===== src/rtl/lsu_pkg.sv =====
// -----------------------------------------------------------------------------
// lsu_pkg
// Shared definitions for the load/store unit memory initiator:
//   - default address / data widths
//   - FSM state encoding (IDLE, REQ, WAIT_R)
// No ports.
// -----------------------------------------------------------------------------
package lsu_pkg;

    localparam int unsigned LSU_ADDR_W = 8;
    localparam int unsigned LSU_DATA_W = 8;

    typedef enum logic [1:0] {
        IDLE   = 2'd0,
        REQ    = 2'd1,
        WAIT_R = 2'd2
    } lsu_state_e;

endpackage


===== src/rtl/lsu_mem_initiator_if.sv =====
// -----------------------------------------------------------------------------
// lsu_mem_initiator_if
// Data-memory request bus (req/gnt/rvalid handshake).
//   mem_req    initiator -> memory  request valid
//   mem_we     initiator -> memory  1 = write, 0 = read
//   mem_addr   initiator -> memory  request address
//   mem_wdata  initiator -> memory  write data
//   mem_gnt    memory -> initiator  request accepted this cycle
//   mem_rvalid memory -> initiator  read data valid
//   mem_rdata  memory -> initiator  read data
// Modports: master (load/store unit), slave (memory).
// -----------------------------------------------------------------------------
interface lsu_mem_initiator_if #(
    parameter int unsigned ADDR_W = lsu_pkg::LSU_ADDR_W,
    parameter int unsigned DATA_W = lsu_pkg::LSU_DATA_W
);

    logic              mem_req;
    logic              mem_we;
    logic [ADDR_W-1:0] mem_addr;
    logic [DATA_W-1:0] mem_wdata;
    logic              mem_gnt;
    logic              mem_rvalid;
    logic [DATA_W-1:0] mem_rdata;

    modport master (
        output mem_req, mem_we, mem_addr, mem_wdata,
        input  mem_gnt, mem_rvalid, mem_rdata
    );

    modport slave (
        input  mem_req, mem_we, mem_addr, mem_wdata,
        output mem_gnt, mem_rvalid, mem_rdata
    );

endinterface


===== src/rtl/lsu_timeout_ctr.sv =====
// -----------------------------------------------------------------------------
// lsu_timeout_ctr
// Outstanding-access watchdog. Counts cycles while enabled, saturating at
// TIMEOUT; o_expired is high while the count equals TIMEOUT.
//   clk        clock
//   reset      asynchronous active-low reset
//   i_clear    restart count at 0 (priority over enable)
//   i_enable   count this cycle
//   o_expired  count == TIMEOUT
// -----------------------------------------------------------------------------
module lsu_timeout_ctr #(
    parameter int unsigned TIMEOUT = 15
) (
    input  logic clk,
    input  logic reset,
    input  logic i_clear,
    input  logic i_enable,
    output logic o_expired
);

    localparam int unsigned CW = $clog2(TIMEOUT + 1);

    logic [CW-1:0] r_cnt;

    assign o_expired = (r_cnt == CW'(TIMEOUT));

    always_ff @(posedge clk or negedge reset) begin
        if (!reset) begin
            r_cnt <= '0;
        end else if (i_clear) begin
            r_cnt <= '0;
        end else if (i_enable && !o_expired) begin
            r_cnt <= r_cnt + CW'(1);
        end
    end

endmodule


===== src/rtl/lsu_mem_initiator.sv =====
// -----------------------------------------------------------------------------
// lsu_mem_initiator
// Load/store unit initiator for the data memory. Accepts one op at a time from
// the EX/MEM boundary, issues it on a req/gnt/rvalid bus and returns load
// data; stalls the pipeline (busy) while an access is outstanding.
//   clk, reset          clock, asynchronous active-low reset
//   op_valid/read/write pipeline op strobe and type (write wins if both)
//   op_addr, op_wdata   effective address, store data
//   op_ready, busy      unit idle / access outstanding
//   load_valid          1-cycle pulse, load_data updated
//   load_data           most recent load result
//   store_done          1-cycle pulse, store granted
//   err                 1-cycle pulse, access aborted by timeout
//   mem_bus             memory request bus (master side)
// Optional feature macro: LSU_TIMEOUT_EN (abort after TIMEOUT cycles).
// -----------------------------------------------------------------------------
module lsu_mem_initiator
    import lsu_pkg::*;
#(
    parameter int unsigned ADDR_W  = LSU_ADDR_W,
    parameter int unsigned DATA_W  = LSU_DATA_W,
    parameter int unsigned TIMEOUT = 15
) (
    input  logic              clk,
    input  logic              reset,
    input  logic              op_valid,
    input  logic              op_read,
    input  logic              op_write,
    input  logic [ADDR_W-1:0] op_addr,
    input  logic [DATA_W-1:0] op_wdata,
    output logic              op_ready,
    output logic              busy,
    output logic              load_valid,
    output logic [DATA_W-1:0] load_data,
    output logic              store_done,
    output logic              err,
    lsu_mem_initiator_if.master mem_bus
);

    lsu_state_e        r_state;
    lsu_state_e        w_next;
    logic              w_accept;
    logic              w_st_done;
    logic              w_ld_done;
    logic              w_expired;

    logic              r_we;
    logic [ADDR_W-1:0] r_addr;
    logic [DATA_W-1:0] r_wdata;
    logic [DATA_W-1:0] r_load_data;
    logic              r_load_valid;
    logic              r_store_done;

    assign op_ready          = (r_state == IDLE);
    assign busy              = (r_state != IDLE);
    assign mem_bus.mem_req   = (r_state == REQ);
    assign mem_bus.mem_we    = r_we;
    assign mem_bus.mem_addr  = r_addr;
    assign mem_bus.mem_wdata = r_wdata;
    assign load_valid        = r_load_valid;
    assign load_data         = r_load_data;
    assign store_done        = r_store_done;

    always_ff @(posedge clk or negedge reset) begin
        if (!reset) begin
            r_state <= IDLE;
        end else begin
            r_state <= w_next;
        end
    end

    // Completion is checked before expiry so a response arriving in the
    // expiry cycle still succeeds.
    always_comb begin
        w_next    = r_state;
        w_accept  = 1'b0;
        w_st_done = 1'b0;
        w_ld_done = 1'b0;
        case (r_state)
            IDLE: begin
                if (op_valid && (op_read || op_write)) begin
                    w_accept = 1'b1;
                    w_next   = REQ;
                end
            end
            REQ: begin
                if (mem_bus.mem_gnt) begin
                    if (r_we) begin
                        w_st_done = 1'b1;
                        w_next    = IDLE;
                    end else if (mem_bus.mem_rvalid) begin
                        w_ld_done = 1'b1;
                        w_next    = IDLE;
                    end else begin
                        w_next = WAIT_R;
                    end
                end else if (w_expired) begin
                    w_next = IDLE;
                end
            end
            WAIT_R: begin
                if (mem_bus.mem_rvalid) begin
                    w_ld_done = 1'b1;
                    w_next    = IDLE;
                end else if (w_expired) begin
                    w_next = IDLE;
                end
            end
            default: begin
                w_next = IDLE;
            end
        endcase
    end

    always_ff @(posedge clk or negedge reset) begin
        if (!reset) begin
            r_we         <= 1'b0;
            r_addr       <= '0;
            r_wdata      <= '0;
            r_load_data  <= '0;
            r_load_valid <= 1'b0;
            r_store_done <= 1'b0;
        end else begin
            if (w_accept) begin
                r_we    <= op_write;
                r_addr  <= op_addr;
                r_wdata <= op_wdata;
            end
            if (w_ld_done) begin
                r_load_data <= mem_bus.mem_rdata;
            end
            r_load_valid <= w_ld_done;
            r_store_done <= w_st_done;
        end
    end

`ifdef LSU_TIMEOUT_EN
    logic w_abort;
    logic r_err;

    lsu_timeout_ctr #(
        .TIMEOUT (TIMEOUT)
    ) u_timeout_ctr (
        .clk       (clk),
        .reset     (reset),
        .i_clear   (w_accept),
        .i_enable  (busy),
        .o_expired (w_expired)
    );

    assign w_abort = w_expired && busy && !(w_st_done || w_ld_done);
    assign err     = r_err;

    always_ff @(posedge clk or negedge reset) begin
        if (!reset) begin
            r_err <= 1'b0;
        end else begin
            r_err <= w_abort;
        end
    end
`else
    assign w_expired = 1'b0;
    assign err       = 1'b0;
`endif

endmodule


===== src/flat_wrapper.sv =====
// flat-port wrapper written by rule: the top's interface ports become plain ports
module lsu_mem_initiator_flat import lsu_pkg::*;
#(
    parameter int unsigned ADDR_W  = LSU_ADDR_W,
    parameter int unsigned DATA_W  = LSU_DATA_W,
    parameter int unsigned TIMEOUT = 15
)
  (clk, reset, op_valid, op_read, op_write, op_addr, op_wdata, op_ready, busy, load_valid, load_data, store_done, err, mem_bus_mem_req, mem_bus_mem_we, mem_bus_mem_addr, mem_bus_mem_wdata, mem_bus_mem_gnt, mem_bus_mem_rvalid, mem_bus_mem_rdata);
  lsu_mem_initiator_if #(.ADDR_W(ADDR_W), .DATA_W(DATA_W)) mem_bus_i ();
  input  logic clk;
  input  logic reset;
  input  logic op_valid;
  input  logic op_read;
  input  logic op_write;
  input  logic [ADDR_W-1:0] op_addr;
  input  logic [DATA_W-1:0] op_wdata;
  output logic op_ready;
  output logic busy;
  output logic load_valid;
  output logic [DATA_W-1:0] load_data;
  output logic store_done;
  output logic err;
  output wire logic [$bits(mem_bus_i.mem_req)-1:0] mem_bus_mem_req;
  output wire logic [$bits(mem_bus_i.mem_we)-1:0] mem_bus_mem_we;
  output wire logic [$bits(mem_bus_i.mem_addr)-1:0] mem_bus_mem_addr;
  output wire logic [$bits(mem_bus_i.mem_wdata)-1:0] mem_bus_mem_wdata;
  input wire logic [$bits(mem_bus_i.mem_gnt)-1:0] mem_bus_mem_gnt;
  input wire logic [$bits(mem_bus_i.mem_rvalid)-1:0] mem_bus_mem_rvalid;
  input wire logic [$bits(mem_bus_i.mem_rdata)-1:0] mem_bus_mem_rdata;
  assign mem_bus_mem_req = mem_bus_i.mem_req;
  assign mem_bus_mem_we = mem_bus_i.mem_we;
  assign mem_bus_mem_addr = mem_bus_i.mem_addr;
  assign mem_bus_mem_wdata = mem_bus_i.mem_wdata;
  assign mem_bus_i.mem_gnt = mem_bus_mem_gnt;
  assign mem_bus_i.mem_rvalid = mem_bus_mem_rvalid;
  assign mem_bus_i.mem_rdata = mem_bus_mem_rdata;
  lsu_mem_initiator #(.ADDR_W(ADDR_W), .DATA_W(DATA_W), .TIMEOUT(TIMEOUT)) u_core (.clk(clk), .reset(reset), .op_valid(op_valid), .op_read(op_read), .op_write(op_write), .op_addr(op_addr), .op_wdata(op_wdata), .op_ready(op_ready), .busy(busy), .load_valid(load_valid), .load_data(load_data), .store_done(store_done), .err(err), .mem_bus(mem_bus_i));
endmodule

===== config.mk =====
export PLATFORM = sky130hd
export DESIGN_NAME = lsu_mem_initiator_flat
export DESIGN_NICKNAME = d
export VERILOG_FILES = /design/src/rtl/lsu_pkg.sv /design/src/rtl/lsu_mem_initiator_if.sv /design/src/rtl/lsu_timeout_ctr.sv /design/src/rtl/lsu_mem_initiator.sv /design/src/flat_wrapper.sv
export SDC_FILE = /design/constraint.sdc
export NUM_CORES = 1
export LEC_CHECK = 0
export CAP_MARGIN = 5
export CORE_MARGIN = 3
export CORE_UTILIZATION = 30
export CTS_BUF_LIST = sky130_fd_sc_hd__clkbuf_8 sky130_fd_sc_hd__clkbuf_16
export DETAILED_ROUTE_END_ITERATION = 6
export DONT_BUFFER_PORTS = 1
export SETUP_SLACK_MARGIN = 0.02
export SLEW_MARGIN = 20
export SYNTH_ARGS = -nofsm -noshare
export SYNTH_HDL_FRONTEND = slang
export SYNTH_SLANG_ARGS = --single-unit

===== constraint.sdc =====
create_clock -name clk -period 2.4 [get_ports clk]
set_clock_uncertainty 0.05 [all_clocks]
set_input_delay 0.72 -clock clk [delete_from_list [all_inputs] [get_ports clk]]
set_output_delay 0.72 -clock clk [all_outputs]
set_load 0.05 [all_outputs]

==> key figures, run 1 <==
Global routing
  – First-pass GRT wire length: 3.98 mm
  – Number of global-route vias before repair: 792
  – GRT Total Usage: 10.9%
  – Largest net degree at the start of global routing: 30
  – Remaining Overflow, GRT: 0
  – Initial antenna violation count: 0

Clocking
  – Clock sink count: 29
  – Root Driver: clkbuf_8
  – Htree depth: 2
  – Clock Tree Buf Depth: 2
  – CTS Hold Buffers Added: 0
  – Post-CTS Setup Bufs: 0
  – Cts bufs inserted: 5
  – CTS tree: built
  – Clock Latency Late Sink: 0.28 ns
  – Cts repair resizes: 0
  – Worst-path clk slew: 0.06 ns

Detailed routing
  – Iteration count of the initial detailed-routing pass: 3
  – Drt first-iter violations: 11
  – WL/cell: 18.2 um
  – Vias per std cell: 5.07
  – Routed Wire Length: 2.49 mm
  – Via count: 694
  – Post-route antenna net violation count: 0
  – DR DRC count: 0

Logic synthesis
  – FF+latch count, synth: 29
  – Library cells used by synthesis: 18
  – Post-synthesis xor/xnor area fraction: 0%
  – Cell area after synthesis: 0.00123 mm^2
  – Post-synthesis net count: 115
  – Dominant cell type by area after synthesis: dfrtp_1
  – Synth top area cells: dfrtp_1 (59%), mux2_2 (23%), ha_1 (4.1%)
  – Avg Inst Size Synth: 15.4 um^2
  – Largest family of logic cells by synthesized area: multiplexers
  – Post-Synth Adder-Cell Area: 4.07%
  – Post-synth top area share: 59.1%
  – Sequential fraction of the synthesis area: 59.1%
  – Simple-Gate Fraction of Synth Area: 5.09%
  – Mux cell area share after synthesis: 22.9%
  – Synth Area in Compound Gates: 5.80%
  – Cells after synthesis: 80
  – Synth Warn #: 0

Critical path
  – Crit path capture type: output port
  – CP max-delay cell: ha_1
  – Critical path's largest stage delay: 0.54 ns
  – Req. time, crit path: 1.63 ns
  – Crit Path Class: flip-flop to output port
  – Critical path peak fanout: 4
  – Crit start category: flip-flop
  – CP cell instances: inv_1 > ha_1
  – Critical path data arrival time: 1.34 ns

Die
  – Die area: 0.00490 mm^2
  – Total core area: 0.00380 mm^2
  – Die width: 70.0 um
  – Initial core utilization: 32.3%
  – Ports: 62
  – Rows: 22
  – DIE HEIGHT: 70.0 um

STA
  – Slew @ Worst Pin: 0.596 ns
  – Final min period: 2.11 ns
  – Min Hold Slack: 0.0821 ns
  – Slew Limit Fails: 0
  – Worst setup margin: 0.290 ns
  – Setup violators final: 0
  – Fmax achieved: 0.474 GHz
  – Slew Limit Headroom: 60.1%
  – RSZ-0062 raised after global routing: no
  – Crit share post-route: 87.9%
  – Setup TNS: 0 ns
  – Final hold viol count: 0

Run status
  – Status: finished, final reports clean

Min path
  – Hold crit path type: input pin to async pin

Final layout
  – P&R area growth vs syn: 11.9%
  – Fillers: 373
  – Share of cells above drive strength 1: 43.8%
  – Post-route cell area: 0.00138 mm^2
  – NumNets Final: 123
  – N_diodes: 0

Place
  – Placed Area: 0.00129 mm^2
  – DP Wirelength: 1.94 mm
  – Routability Congestion: 0.694
  – Post-Place Setup Slack: 0.565 ns
  – # port buffers: 0

Job
  – Max Cap Violations: 0
-- metal layers --
layer  share of wire (%)  up-vias  global-route usage [%]
met5                   0        -                       0
met4                 2.3        0                    4.68
met3                  14        9                    8.63
met2                  49       54                    17.2
met1                  35      336                    10.5
li1                    -      295                       -
-- Yosys cell counts --
master / count
ha_1: 4
nor3_1: 1
inv_1: 4
and3_2: 1
nand3_1: 2
mux2_2: 25
o211ai_4: 2
a211o_1: 1
and3b_2: 1
nor2b_1: 2
nand4bb_1: 1
buf_4: 1
nand2b_1: 1
dfrtp_1: 29
buf_6: 1
conb_1: 1
o21ai_0: 2
o32a_1: 1
-- worst max-delay path, delay by kind of cell (launching register included) --
family	cells	cell delay [ns]
flops	1	0.41
fa+ha+maj	1	0.54
buf+inv	1	0.11
-- state kept, by name (all words and copies together), names as in the netlist --
name,count
u_core.mem_bus.mem_wdata,8
u_core.load_valid,1
u_core.store_done,1
u_core.mem_bus.mem_addr,8
u_core.r_state,2
u_core.load_data,8
u_core.mem_bus.mem_we,1
-- final cells by class --
type	instances	area, um^2	area share [%]
flip-flops and latches	29	726	52.8
multi-input cells	45	469	34.1
clock buffers	5	68.8	5.00
well taps	48	60.1	4.37
repair buffers	3	22.5	1.64
inverters	4	15.0	1.09
clock inverters	3	13.8	1.00
-- cells by family (layout without fill, tap and decap cells) --
kind of cell	count (synthesis)	after routing
AOI/OAI and AO/OA	6	6
adders and majority gates	4	4
buffers and inverters	6	15
DFF	29	29
muxes	25	25
other	1	1
and+or+nand+nor	9	9
-- layout by cell type (no fill, tap or decap), drive strengths merged, types with 2 or more instances in the layout --
cell type and n:
dfrtp 29, mux2 25, inv 5, clkbuf 5, ha 4, buf 3
o211ai 2, nor2b 2, o21ai 2, nand3 2, clkinv 2
-- through the flow --
| step | instances | utilization, % |
|---|---|---|
| final | 137 | 36.2 |
| after global routing | 137 | 36.2 |
| after CTS | 137 | 36.2 |
| after detailed placement | 129 | 34.0 |
| after global placement | 129 | 34.0 |
| after floorplan | 80 | - |
-- final timing paths --
path	startpoint	to	slack, ns	cells past startpoint
worst max-delay path	u_core.r_state[1]$_DFFE_PN0P_	mem_bus_mem_req	0.29	2
worst min-delay path	reset	u_core.load_data[5]$_DFFE_PN0P_	0.08	0
worst max register to register	u_core.r_state[1]$_DFFE_PN0P_	u_core.r_state[0]$_DFFE_PN0P_	0.58	5
worst min register to register	u_core.r_state[0]$_DFFE_PN0P_	u_core.r_state[0]$_DFFE_PN0P_	0.54	1
max in group asynchronous	reset	u_core.mem_bus.mem_addr[2]$_DFFE_PN0P_	2.14	0
min in group clk	mem_bus_mem_rdata[1]	u_core.load_data[1]$_DFFE_PN0P_	0.54	1
Power of run 1 is left out: the tool's default activity adds up to more than one toggle a clock period on the data nets, which glitch-free logic cannot reach.
==> run 2, diff against run 1 <==
CORE_MARGIN = not set   (was 3)
==> run 2 against run 1 <==
Against the previous run:
- sequential share of layout area decreased by 1.3 points
- critical endpoint unchanged
- largest cell class unchanged
- first-iteration DRC count increased to 2.5 times the previous value
- flip-flop and latch count unchanged
- critical path depth unchanged
- worst hold slack gained 0.0039 ns
==> key figures, run 2 (synthesized netlist as in run 1, its figures left out) <==
Run status
  – Status: finished, final reports clean

Place
  – # port buffers: 0
  – Placed Cells: 129
  – Routability Congestion: 0.700
  – DP Wirelength: 1.75 mm

Clocking
  – Worst-path clk slew: 0.06 ns
  – Clock Latency Late Sink: 0.27 ns
  – Root Driver: clkbuf_8
  – Post-CTS Setup Bufs: 0
  – Clock Tree Buf Depth: 2
  – CTS Hold Buffers Added: 0
  – CTS tree: built
  – Htree depth: 2
  – Cts repair resizes: 0
  – Clock sink count: 29
  – Cts bufs inserted: 5

Global routing
  – First-pass GRT wire length: 3.65 mm
  – GRT Total Usage: 12.0%
  – Initial antenna violation count: 0
  – Number of global-route vias before repair: 834
  – Largest net degree at the start of global routing: 30
  – Remaining Overflow, GRT: 0

Detailed routing
  – Iteration count of the initial detailed-routing pass: 3
  – DR DRC count: 0
  – Post-route antenna net violation count: 0
  – Vias per std cell: 5.06
  – Drt first-iter violations: 28
  – WL/cell: 17.2 um
  – Via count: 693
  – Routed Wire Length: 2.35 mm

STA
  – Crit share post-route: 87.9%
  – Slew @ Worst Pin: 0.646 ns
  – Final hold viol count: 0
  – Setup violators final: 0
  – Fmax achieved: 0.474 GHz
  – RSZ-0062 raised after global routing: no
  – Min Hold Slack: 0.0860 ns
  – Final min period: 2.11 ns
  – Slew Limit Headroom: 56.7%
  – Setup TNS: 0 ns
  – Slew Limit Fails: 0

Die
  – Total core area: 0.00380 mm^2
  – Initial core utilization: 32.3%
  – DIE HEIGHT: 66.0 um
  – Ports: 62
  – Die area: 0.00436 mm^2
  – Die width: 66.0 um
  – Rows: 22

Critical path
  – CP delay by family, top: adder cells
  – Crit path capture type: output port
  – Critical path data arrival time: 1.34 ns
  – Register-to-register setup slack: 0.59 ns
  – CP cell instances: inv_1 > ha_1
  – Critical path's largest stage delay: 0.53 ns
  – Crit start category: flip-flop
  – Req. time, crit path: 1.63 ns
  – Critical path peak fanout: 4
  – CP max-delay cell: ha_1
  – Buf/Inv on CP: 1
  – Crit Path Class: flip-flop to output port

Final layout
  – N_diodes: 0
  – Highest-count cells in the layout ignoring fill and taps: dfrtp_1 (29), mux2_2 (25), clkbuf_8 (6), inv_1 (5), ha_1 (4)
  – Commonest non-fill, non-tap cell in the layout: dfrtp_1
  – P&R area growth vs syn: 14.7%
  – Post-route insts no fill: 137
  – Share of cells above drive strength 1: 43.8%
  – NumNets Final: 123

Min path
  – Hold crit path type: input pin to async pin

Job
  – Max Cap Violations: 0
==> run 2: changes by cell type in the layout (fill, tap and decap cells not counted), sizes merged <==
cell and delta:
clkbuf +1, clkinv -2, bufinv +1
==> run 2: layout make-up <==
class	count	area, um^2
Multi-Input combinational cell	45	469
Timing Repair Buffer	3	22.5
Clock buffer	6	82.6
Inverter	4	15.0
Clock inverter	2	33.8
Sequential cell	29	726
Tap cell	48	60.1
Fill cell	368	2390
==> run 2: worst register-to-register path, stage by stage, from the launching register on <==
cell      delay [ns]
dfrtp_1         0.39
inv_1           0.10
ha_1            0.21
and3b_2         0.24
o211ai_4        0.32
mux2_2          0.39
==> run 2: through the flow <==
stage	util [%]	cell area [um^2]	setup slack, ns
2_1_floorplan	-	1230	0.186
6_report	37.1	1410	0.291
5_1_grt	37.1	1410	0.234
3_3_place_gp	34.0	1290	0.579
4_1_cts	37.1	1410	0.283
3_5_place_dp	34.0	1290	0.520
==> run 2: layer usage <==
| metal | wire (um) | track usage (%) |
|---|---|---|
| met3 | 287 | 6.90 |
| met5 | 0 | 0 |
| met2 | 1220 | 20.7 |
| met4 | 40 | 8.24 |
| met1 | 799 | 10.4 |
==> run 2: worst paths after layout <==
check	from	end	cells after the start
setup / recovery	u_core.r_state[1]$_DFFE_PN0P_	mem_bus_mem_req	2
hold reg to reg	u_core.r_state[0]$_DFFE_PN0P_	u_core.r_state[0]$_DFFE_PN0P_	1
setup reg to reg	u_core.r_state[1]$_DFFE_PN0P_	u_core.load_data[6]$_DFFE_PN0P_	5
max in group asynchronous	reset	u_core.store_done$_DFF_PN0_	0
min in group clk	u_core.r_state[0]$_DFFE_PN0P_	u_core.r_state[0]$_DFFE_PN0P_	1
hold / removal	reset	u_core.mem_bus.mem_wdata[1]$_DFFE_PN0P_	0
Power of run 2 is left out for the same reason.
